File: src/rtl/pulse_width_meter_if.sv
// Consumer-side bundle for pulse_width_meter: asynchronous pulse in, result handshake out.
interface pulse_width_meter_if #(
  parameter int unsigned WIDTH = 8
);
  logic             in;
  logic             ack;
  logic [WIDTH-1:0] data;
  logic             valid;
  logic             overflow;
  logic             overrun;
  logic             busy;

  modport master (
    output in,
    output ack,
    input  data,
    input  valid,
    input  overflow,
    input  overrun,
    input  busy
  );

  modport slave (
    input  in,
    input  ack,
    output data,
    output valid,
    output overflow,
    output overrun,
    output busy
  );
endinterface

File: src/rtl/pulse_width_meter.sv
// Measures the high-time of an asynchronous input in clk cycles and holds the
// result until the consumer acknowledges it.
module pulse_width_meter #(
  parameter int unsigned WIDTH       = 8,
  parameter int unsigned SYNC_STAGES = 2
) (
  input logic                clk,
  input logic                rst,
  pulse_width_meter_if.slave bus
);

  typedef enum logic [1:0] {StIdle, StMeasure, StDone} state_e;

  localparam logic [WIDTH-1:0] CountMax = '1;

  logic [SYNC_STAGES-1:0] sync_q;
  logic                   in_s;
  logic                   in_d;
  logic                   rise;
  logic                   fall;

  logic [1:0]             lvl_p;
  logic [1:0]             rise_p;
  logic [1:0]             fall_p;
  logic                   lvl_e;
  logic                   rise_e;
  logic                   fall_e;

  state_e                 state_q;
  logic [WIDTH-1:0]       count_q;
  logic                   ovf_q;
  logic [WIDTH-1:0]       data_q;
  logic                   valid_q;
  logic                   overflow_q;
  logic                   overrun_q;
  logic                   busy_q;

  always_ff @(posedge clk or posedge rst) begin
    if (rst) begin
      sync_q <= '0;
      in_d   <= 1'b0;
    end else begin
      sync_q <= {sync_q[SYNC_STAGES-2:0], bus.in};
      in_d   <= in_s;
    end
  end

  assign in_s = sync_q[SYNC_STAGES-1];
  assign rise = in_s & ~in_d;
  assign fall = ~in_s & in_d;

  // Level and edge strobes are retimed two stages so a result lands
  // SYNC_STAGES+2 edges after the input is first sampled low.
  always_ff @(posedge clk or posedge rst) begin
    if (rst) begin
      lvl_p  <= '0;
      rise_p <= '0;
      fall_p <= '0;
    end else begin
      lvl_p  <= {lvl_p[0], in_s};
      rise_p <= {rise_p[0], rise};
      fall_p <= {fall_p[0], fall};
    end
  end

  assign lvl_e  = lvl_p[1];
  assign rise_e = rise_p[1];
  assign fall_e = fall_p[1];

  always_ff @(posedge clk or posedge rst) begin
    if (rst) begin
      state_q    <= StIdle;
      count_q    <= '0;
      ovf_q      <= 1'b0;
      data_q     <= '0;
      valid_q    <= 1'b0;
      overflow_q <= 1'b0;
      overrun_q  <= 1'b0;
      busy_q     <= 1'b0;
    end else begin
      case (state_q)
        StIdle: begin
          if (rise_e) begin
            state_q <= StMeasure;
            count_q <= WIDTH'(1);
            ovf_q   <= 1'b0;
            busy_q  <= 1'b1;
          end
        end
        StMeasure: begin
          if (fall_e) begin
            data_q     <= count_q;
            overflow_q <= ovf_q;
            valid_q    <= 1'b1;
            busy_q     <= 1'b0;
            state_q    <= StDone;
          end else if (lvl_e) begin
            // Saturate and flag rather than wrap.
            if (count_q == CountMax) begin
              ovf_q <= 1'b1;
            end else begin
              count_q <= count_q + 1'b1;
            end
          end
        end
        StDone: begin
          // A dropped rise on the acknowledge edge keeps overrun set.
          if (rise_e) begin
            overrun_q <= 1'b1;
          end else if (bus.ack) begin
            overrun_q <= 1'b0;
          end
          if (bus.ack) begin
            valid_q <= 1'b0;
            state_q <= StIdle;
          end
        end
        default: begin
          state_q <= StIdle;
          valid_q <= 1'b0;
          busy_q  <= 1'b0;
        end
      endcase
    end
  end

  assign bus.data     = data_q;
  assign bus.valid    = valid_q;
  assign bus.overflow = overflow_q;
  assign bus.overrun  = overrun_q;
  assign bus.busy     = busy_q;

endmodule
File: src/flat_wrapper.sv
// flat-port wrapper written by rule: the top's interface ports become plain ports
module pulse_width_meter_flat 
#(
  parameter int unsigned WIDTH       = 8,
  parameter int unsigned SYNC_STAGES = 2
)
  (clk, rst, bus_in, bus_ack, bus_data, bus_valid, bus_overflow, bus_overrun, bus_busy);
  pulse_width_meter_if #(.WIDTH(WIDTH)) bus_i ();
  input logic clk;
  input logic rst;
  input wire logic [$bits(bus_i.in)-1:0] bus_in;
  input wire logic [$bits(bus_i.ack)-1:0] bus_ack;
  output wire logic [$bits(bus_i.data)-1:0] bus_data;
  output wire logic [$bits(bus_i.valid)-1:0] bus_valid;
  output wire logic [$bits(bus_i.overflow)-1:0] bus_overflow;
  output wire logic [$bits(bus_i.overrun)-1:0] bus_overrun;
  output wire logic [$bits(bus_i.busy)-1:0] bus_busy;
  assign bus_i.in = bus_in;
  assign bus_i.ack = bus_ack;
  assign bus_data = bus_i.data;
  assign bus_valid = bus_i.valid;
  assign bus_overflow = bus_i.overflow;
  assign bus_overrun = bus_i.overrun;
  assign bus_busy = bus_i.busy;
  pulse_width_meter #(.WIDTH(WIDTH), .SYNC_STAGES(SYNC_STAGES)) u_core (.clk(clk), .rst(rst), .bus(bus_i));
endmodule
File: config.mk
export PLATFORM = sky130hd
export DESIGN_NAME = pulse_width_meter_flat
export DESIGN_NICKNAME = d
export VERILOG_FILES = /design/src/rtl/pulse_width_meter_if.sv /design/src/rtl/pulse_width_meter.sv /design/src/flat_wrapper.sv
export SDC_FILE = /design/constraint.sdc
export NUM_CORES = 1
export LEC_CHECK = 0
export BUFFER_PORTS_ARGS = -buffer_cell sky130_fd_sc_hd__buf_2
export CAP_MARGIN = 5
export CORE_ASPECT_RATIO = 0.5
export CORE_MARGIN = 2
export CORE_UTILIZATION = 30
export DETAILED_ROUTE_END_ITERATION = 6
export PLACE_DENSITY = 0.44
export SLEW_MARGIN = 20
export SYNTH_ARGS = -nofsm -noshare
export SYNTH_HDL_FRONTEND = slang
export SYNTH_SLANG_ARGS = --single-unit
File: constraint.sdc
create_clock -name clk -period 1.7 [get_ports clk]
set_input_delay 0.085 -clock clk [delete_from_list [all_inputs] [get_ports clk]]
set_output_delay 0.085 -clock clk [all_outputs]
set_load 0.05 [all_outputs]
## After elaboration in Yosys (flattened, before gate mapping)

Cells that the tools add are included.

- Shifts and indexed selects: 0
- Eq/ne operators: 10
- Reductions and logical operators: 10
- Bitwise gates (word level): 6
- Multiplexer cells: 21
- Magnitude comparators: 0
- $add $sub $neg: 1
- Divide/modulo/power cells: 0
- $mul: 0

Operators with widths:

| kind | count |
|---|---|
| 8-bit 2-to-1 mux | 4 |
| 8-bit one-hot mux with 2 select lines | 1 |
| 5-bit AND reduction | 2 |
| 1-bit 2-to-1 mux | 9 |
| 3-bit AND reduction | 3 |
| 8-bit by 1-bit adder with 8-bit output, second input constant | 1 |
| 8-bit == test, second input constant | 1 |
| 2-bit by 1-bit inequality test with 1-bit output, second input constant | 4 |
| 2-bit 2-to-1 mux | 3 |
| 2-bit inequality test, second input constant | 3 |
| 1-bit one-hot mux with 3 select lines | 2 |
| 2-bit one-hot mux with 3 select lines | 1 |
| 1-bit inverter | 4 |
| 2-bit AND reduction | 2 |
| 2-bit nonzero test | 2 |
| 1-bit AND | 2 |
| 2-bit by 1-bit == test with 1-bit output, second input constant | 1 |
| 2-bit == test, second input constant | 1 |
| 2-bit logical NOT | 1 |
| 1-bit one-hot mux with 2 select lines | 1 |

- Word-level logic and storage cells: 61
- Memory bits (read-only): 0
- Bits in registers: 32
- Latch bits: 0
- Memories: 0
- Bits in writable memories: 0
- Input port bits: 4

## Logic depth before layout (Yosys ltp)

- Depth after elaboration: 5
- Depth in mapped cells: 7

## Least setup slack after synthesis

Ideal clock, no wire load.

- Path type: register to register
- Start: register u_core.count_q[0]
- End: register u_core.count_q[1]
- Data required time: 1.579 ns
- Period minus slack after synthesis: 1.475 ns
- Stages on the path, launching flop included: 6
- Data arrival time: 1.354 ns
- Library setup time: 0.121 ns
- Slack: 0.225 ns
- Cells stage by stage: dfrtp_1 -> ha_1 -> nand3_2 -> or2_1 -> and3_1 -> a22o_1

- Cells in the longest elaborated chain, start to end: 5
- Elaborated cells on any way between the ends: 8
- Those cells by class: add/sub (1); eq/ne (2); mux (4); reduce/logical (1)

RTL lines:

| what | line | text |
|---|---|---|
| from (decl) | pulse_width_meter.sv:30 | `logic [WIDTH-1:0] count_q;` |
| from (signal assigned) | pulse_width_meter.sv:102 | `count_q <= count_q + 1'b1;` |
| 8-bit by 1-bit adder with 8-bit output | pulse_width_meter.sv:102 |  |
| 8-bit 2-to-1 mux | pulse_width_meter.sv:99 | `if (count_q == CountMax) begin` |
| 8-bit 2-to-1 mux | pulse_width_meter.sv:97 | `end else if (lvl_e) begin` |
| 8-bit 2-to-1 mux | pulse_width_meter.sv:91 | `if (fall_e) begin` |
| 8-bit one-hot mux with 2 select lines | pulse_width_meter.sv:81 | `case (state_q)` |

Parallel ways exist; a longest one is shown, timed or not. The select of a mux whose other input is x is not followed.
A chain may end at the register's enable or synchronous reset.

## Worst setup path in the final report

Ends and elaborated chain as after synthesis.

==> flow_summary_export.csv <==
group,metric,value,unit
clock_tree,cts.clk_slew.worst_paths,0.07,ns
logic_synthesis,synth_top_area_share,58.2,%
logic_synthesis,syn-mean-instance-area,12.3,um^2
global_routing,overflow,0,
logic_synthesis,synth_area_leaders,"dfrtp_1 58%, mux2_2 7.6%, a21oi_1 3.0%",
global_routing,grtUsageMet3,4.24,%
floorplanning,core_area,4340,um^2
clock_tree,cts_buffers,5,
cells_and_area,layout.nets,137,
route,drt_iter0_drc,25,
route,via_per_inst,4.63,
worst_setup_path,cp-start-kind,"flop",
clock_tree,insertion_delay,0.28,ns
clock_tree,cts-htree-levels,2,
logic_synthesis,ys.flop_type,"dfrtp_1",
power,seqPwrFrac,40.8,%
clock_tree,cts_max_path_buffers,2,
outcome,status,"finished clean",
logic_synthesis,synth-seq-cells,31,
sta,rsz0062_at_grt,"no",
worst_setup_path,rrSetupSlack,0.12,ns
worst_hold_path,hp-start,"bus_ack",
global_routing,grt_max_degree,32,
power,power_frac_comb,33.6,%
worst_setup_path,path_delay_family,"simple AND/OR/NAND/NOR gates",
route,wl_per_cell,13.2,um
route,firstDrtPassIters,4,
sta,maxSlewViolCount,0,
cells_and_area,design_area,1590,um^2
sta,hold_viol,0,
logic_synthesis,synth_nets,113,
cells_and_area,syn_to_final_growth,19.5,%
route,vias,880,
logic_synthesis,synth_top_family_by_area,"compound AO/OA/AOI/OAI gates",
global_routing,gr-usage-all-layers,11.6,%
clock_tree,cts_root_buffer,"clkbuf_8",
placed_design,hpwl,1.70,mm
worst_hold_path,hold_depth,2,
global_routing,grt_util_met1,15.9,%
logic_synthesis,synth_edf_count,0,
sta,period_share,93.2,%
sta,tns,0,ns
worst_setup_path,worstPathArrival,1.75,ns
logic_synthesis,yosysSeqAreaShare,58.2,%
logic_synthesis,synthAdderAreaFrac,0.939,%
clock_tree,cts_sinks,31,
route,antenna_left,0,
global_routing,gr-usage-met2,16.3,%
placed_design,place_congestion,0.773,
floorplanning,die_h,51.1,um
global_routing,grt_antenna_before_repair,0,
power,p_clk_share,25.6,%
logic_synthesis,synth-simple-area-share,14.0,%
power,power,2480,uW
floorplanning,dieWidth,98.3,um
worst_setup_path,critPathKind,"flop to flop",
power,ir_drop,0.000342,V
worst_setup_path,crit_fanout,6,
logic_synthesis,syn_inst,108,
power,powerDensity,1560,nW/um^2
cells_and_area,antenna_cells,0,
logic_synthesis,ys_types,30,
global_routing,grt_pass1_vias,897,
route,drc,0,
placed_design,port_buffers,15,
global_routing,busiest_layer,"met2",
worst_setup_path,rr_worst_depth,5,
route,drt_wl_total,2.50,mm
power,p_sw_share,37.7,%
placed_design,dpl.cell_count,180,
worst_hold_path,hp-class,"input pin to flop",
cells_and_area,final_cell_mix,"31 x dfrtp_1, 15 x buf_2, 9 x mux2_2, 8 x a21oi_1",
worst_setup_path,crit_buf_inv,0,
worst_setup_path,crit_path_cell_trace,"ha_2, nand3_2, or2_1, and3_1, a22o_1",
logic_synthesis,synth-compound-area-share,15.5,%
logic_synthesis,yosysTopAreaCell,"dfrtp_1",
cells_and_area,drive_gt1_share,33.1,%
floorplanning,std_cell_rows,17,
worst_hold_path,holdPathEnd,"u_core.state_q[1]",
cells_and_area,instances_no_fill,190,
logic_synthesis,syn_area,1330,um^2
floorplanning,start_util,30.7,%
sta,fin_worst_skew,0.00538,ns
cells_and_area,final_common_cell,"dfrtp_1",
floorplanning,dieArea,5020,um^2
worst_setup_path,worstReg2RegStart,"u_core.count_q[0]",
global_routing,grt_first_pass_wirelength,4.42,mm
worst_setup_path,cp.required,1.87,ns
power,p_leak,0.000783,uW
logic_synthesis,synthXorXnorAreaFrac,0,%
logic_synthesis,async_flop_share,100,%
worst_setup_path,crit_slowest_cell,"dfrtp_1",
cells_and_area,fill_cells,456,
sta,tightest_slew,0.396,ns
sta,max_freq,631,MHz
power,intPower,1540,uW
power,p_sw,936,uW
sta,fin_crit,1.58,ns
worst_setup_path,critical_path.max_stage_delay,0.43,ns
sta,setup-violations-final,0,
logic_synthesis,synthMuxAreaShare,7.61,%
clock_tree,tritoncts,"built",
logic_synthesis,yosys_warnings,0,
placed_design,place_area,1470,um^2
clock_tree,post_cts_buffers,0,
worst_setup_path,endpoint_kind,"flop",
floorplanning,io_pins,16,
worst_setup_path,r2r_end,"u_core.count_q[1]",
job,cap_violations,0,
sta,relSlewSlack,73.6,%
## cell usage after synthesis, drive strengths merged, types with 3 or more instances
cell,n
o21ai,7
inv,3
nor2b,3
and3,3
nor2,7
o31ai,4
nand2,8
mux2,9
a31oi,6
a21oi,9
dfrtp,31
buf,4
## what timing repair did
action                     CTS  global route
hold buffers                 2             0
gates resized for setup      0             1
hold endpoints to repair    32             0
setup endpoints to repair    0             1
## how the worst max path moves through the flow
| stage | start | end | slack (ns) | cells past startpoint |
|---|---|---|---|---|
| after floorplan | u_core.count_q[0] | u_core.count_q[1] | 0.22 | 5 |
| after global placement | u_core.count_q[0] | u_core.count_q[1] | 0.16 | 5 |
| after detailed placement | u_core.count_q[0] | u_core.count_q[1] | 0.11 | 5 |
| after CTS | u_core.count_q[0] | u_core.count_q[1] | 0.10 | 5 |
| after global routing | u_core.count_q[0] | u_core.count_q[1] | 0.01 | 5 |
| final | u_core.count_q[0] | u_core.count_q[1] | 0.12 | 5 |
## layout make-up
type | instances | area [um^2] | area share, %
Timing Repair Buffer | 21 | 125 | 7.86
Tap cell | 57 | 71.3 | 4.48
Inverter | 3 | 11.3 | 0.707
Clock buffer | 8 | 100 | 6.28
Sequential cell | 31 | 776 | 48.7
Multi-Input combinational cell | 70 | 509 | 32.0
## cells by family after synthesis
logic type                 after synthesis
AOI/OAI and AO/OA                       31
muxes                                    9
buffers and inverters                    7
and+or+nand+nor                         29
adders and majority gates                1
DFF                                     31
## registers in the layout, indices dropped and copies added, names as in the netlist
register,flops
u_core.rise_p,2
u_core.bus.overflow,1
u_core.lvl_p,2
u_core.bus.valid,1
u_core.bus.busy,1
u_core.bus.data,8
u_core.fall_p,2
u_core.state_q,2
u_core.sync_q,2
u_core.bus.overrun,1
u_core.count_q,8
u_core.ovf_q,1
## power by group through the flow
stage | clock [uW] | combinational (uW) | sequential (uW)
floorplan | 0 | 468 | 1240
detailed placement | 0 | 835 | 1030
finish | 634 | 833 | 1010
CTS | 655 | 845 | 1010
global placement | 0 | 835 | 1020
global route | 696 | 912 | 1040
## per-stage QoR
step	hold slack, ns	worst slack [ns]	util, %
after floorplan	0.116	0.225	-
after global placement	0.189	0.161	33.9
after detailed placement	0.188	0.114	33.9
after CTS	0.0202	0.105	36.6
after global routing	0.0330	0.0139	36.7
final	0.0237	0.116	36.7
## metal layers
| metal | wire length [um] | vias up |
|---|---|---|
| met2 | 1010 | 18 |
| met1 | 1360 | 424 |
| met3 | 87 | 5 |
| met5 | 0 | - |
| met4 | 40 | 0 |
| li1 | - | 433 |
No activity file was read; power rests on OpenSTA's default activity.
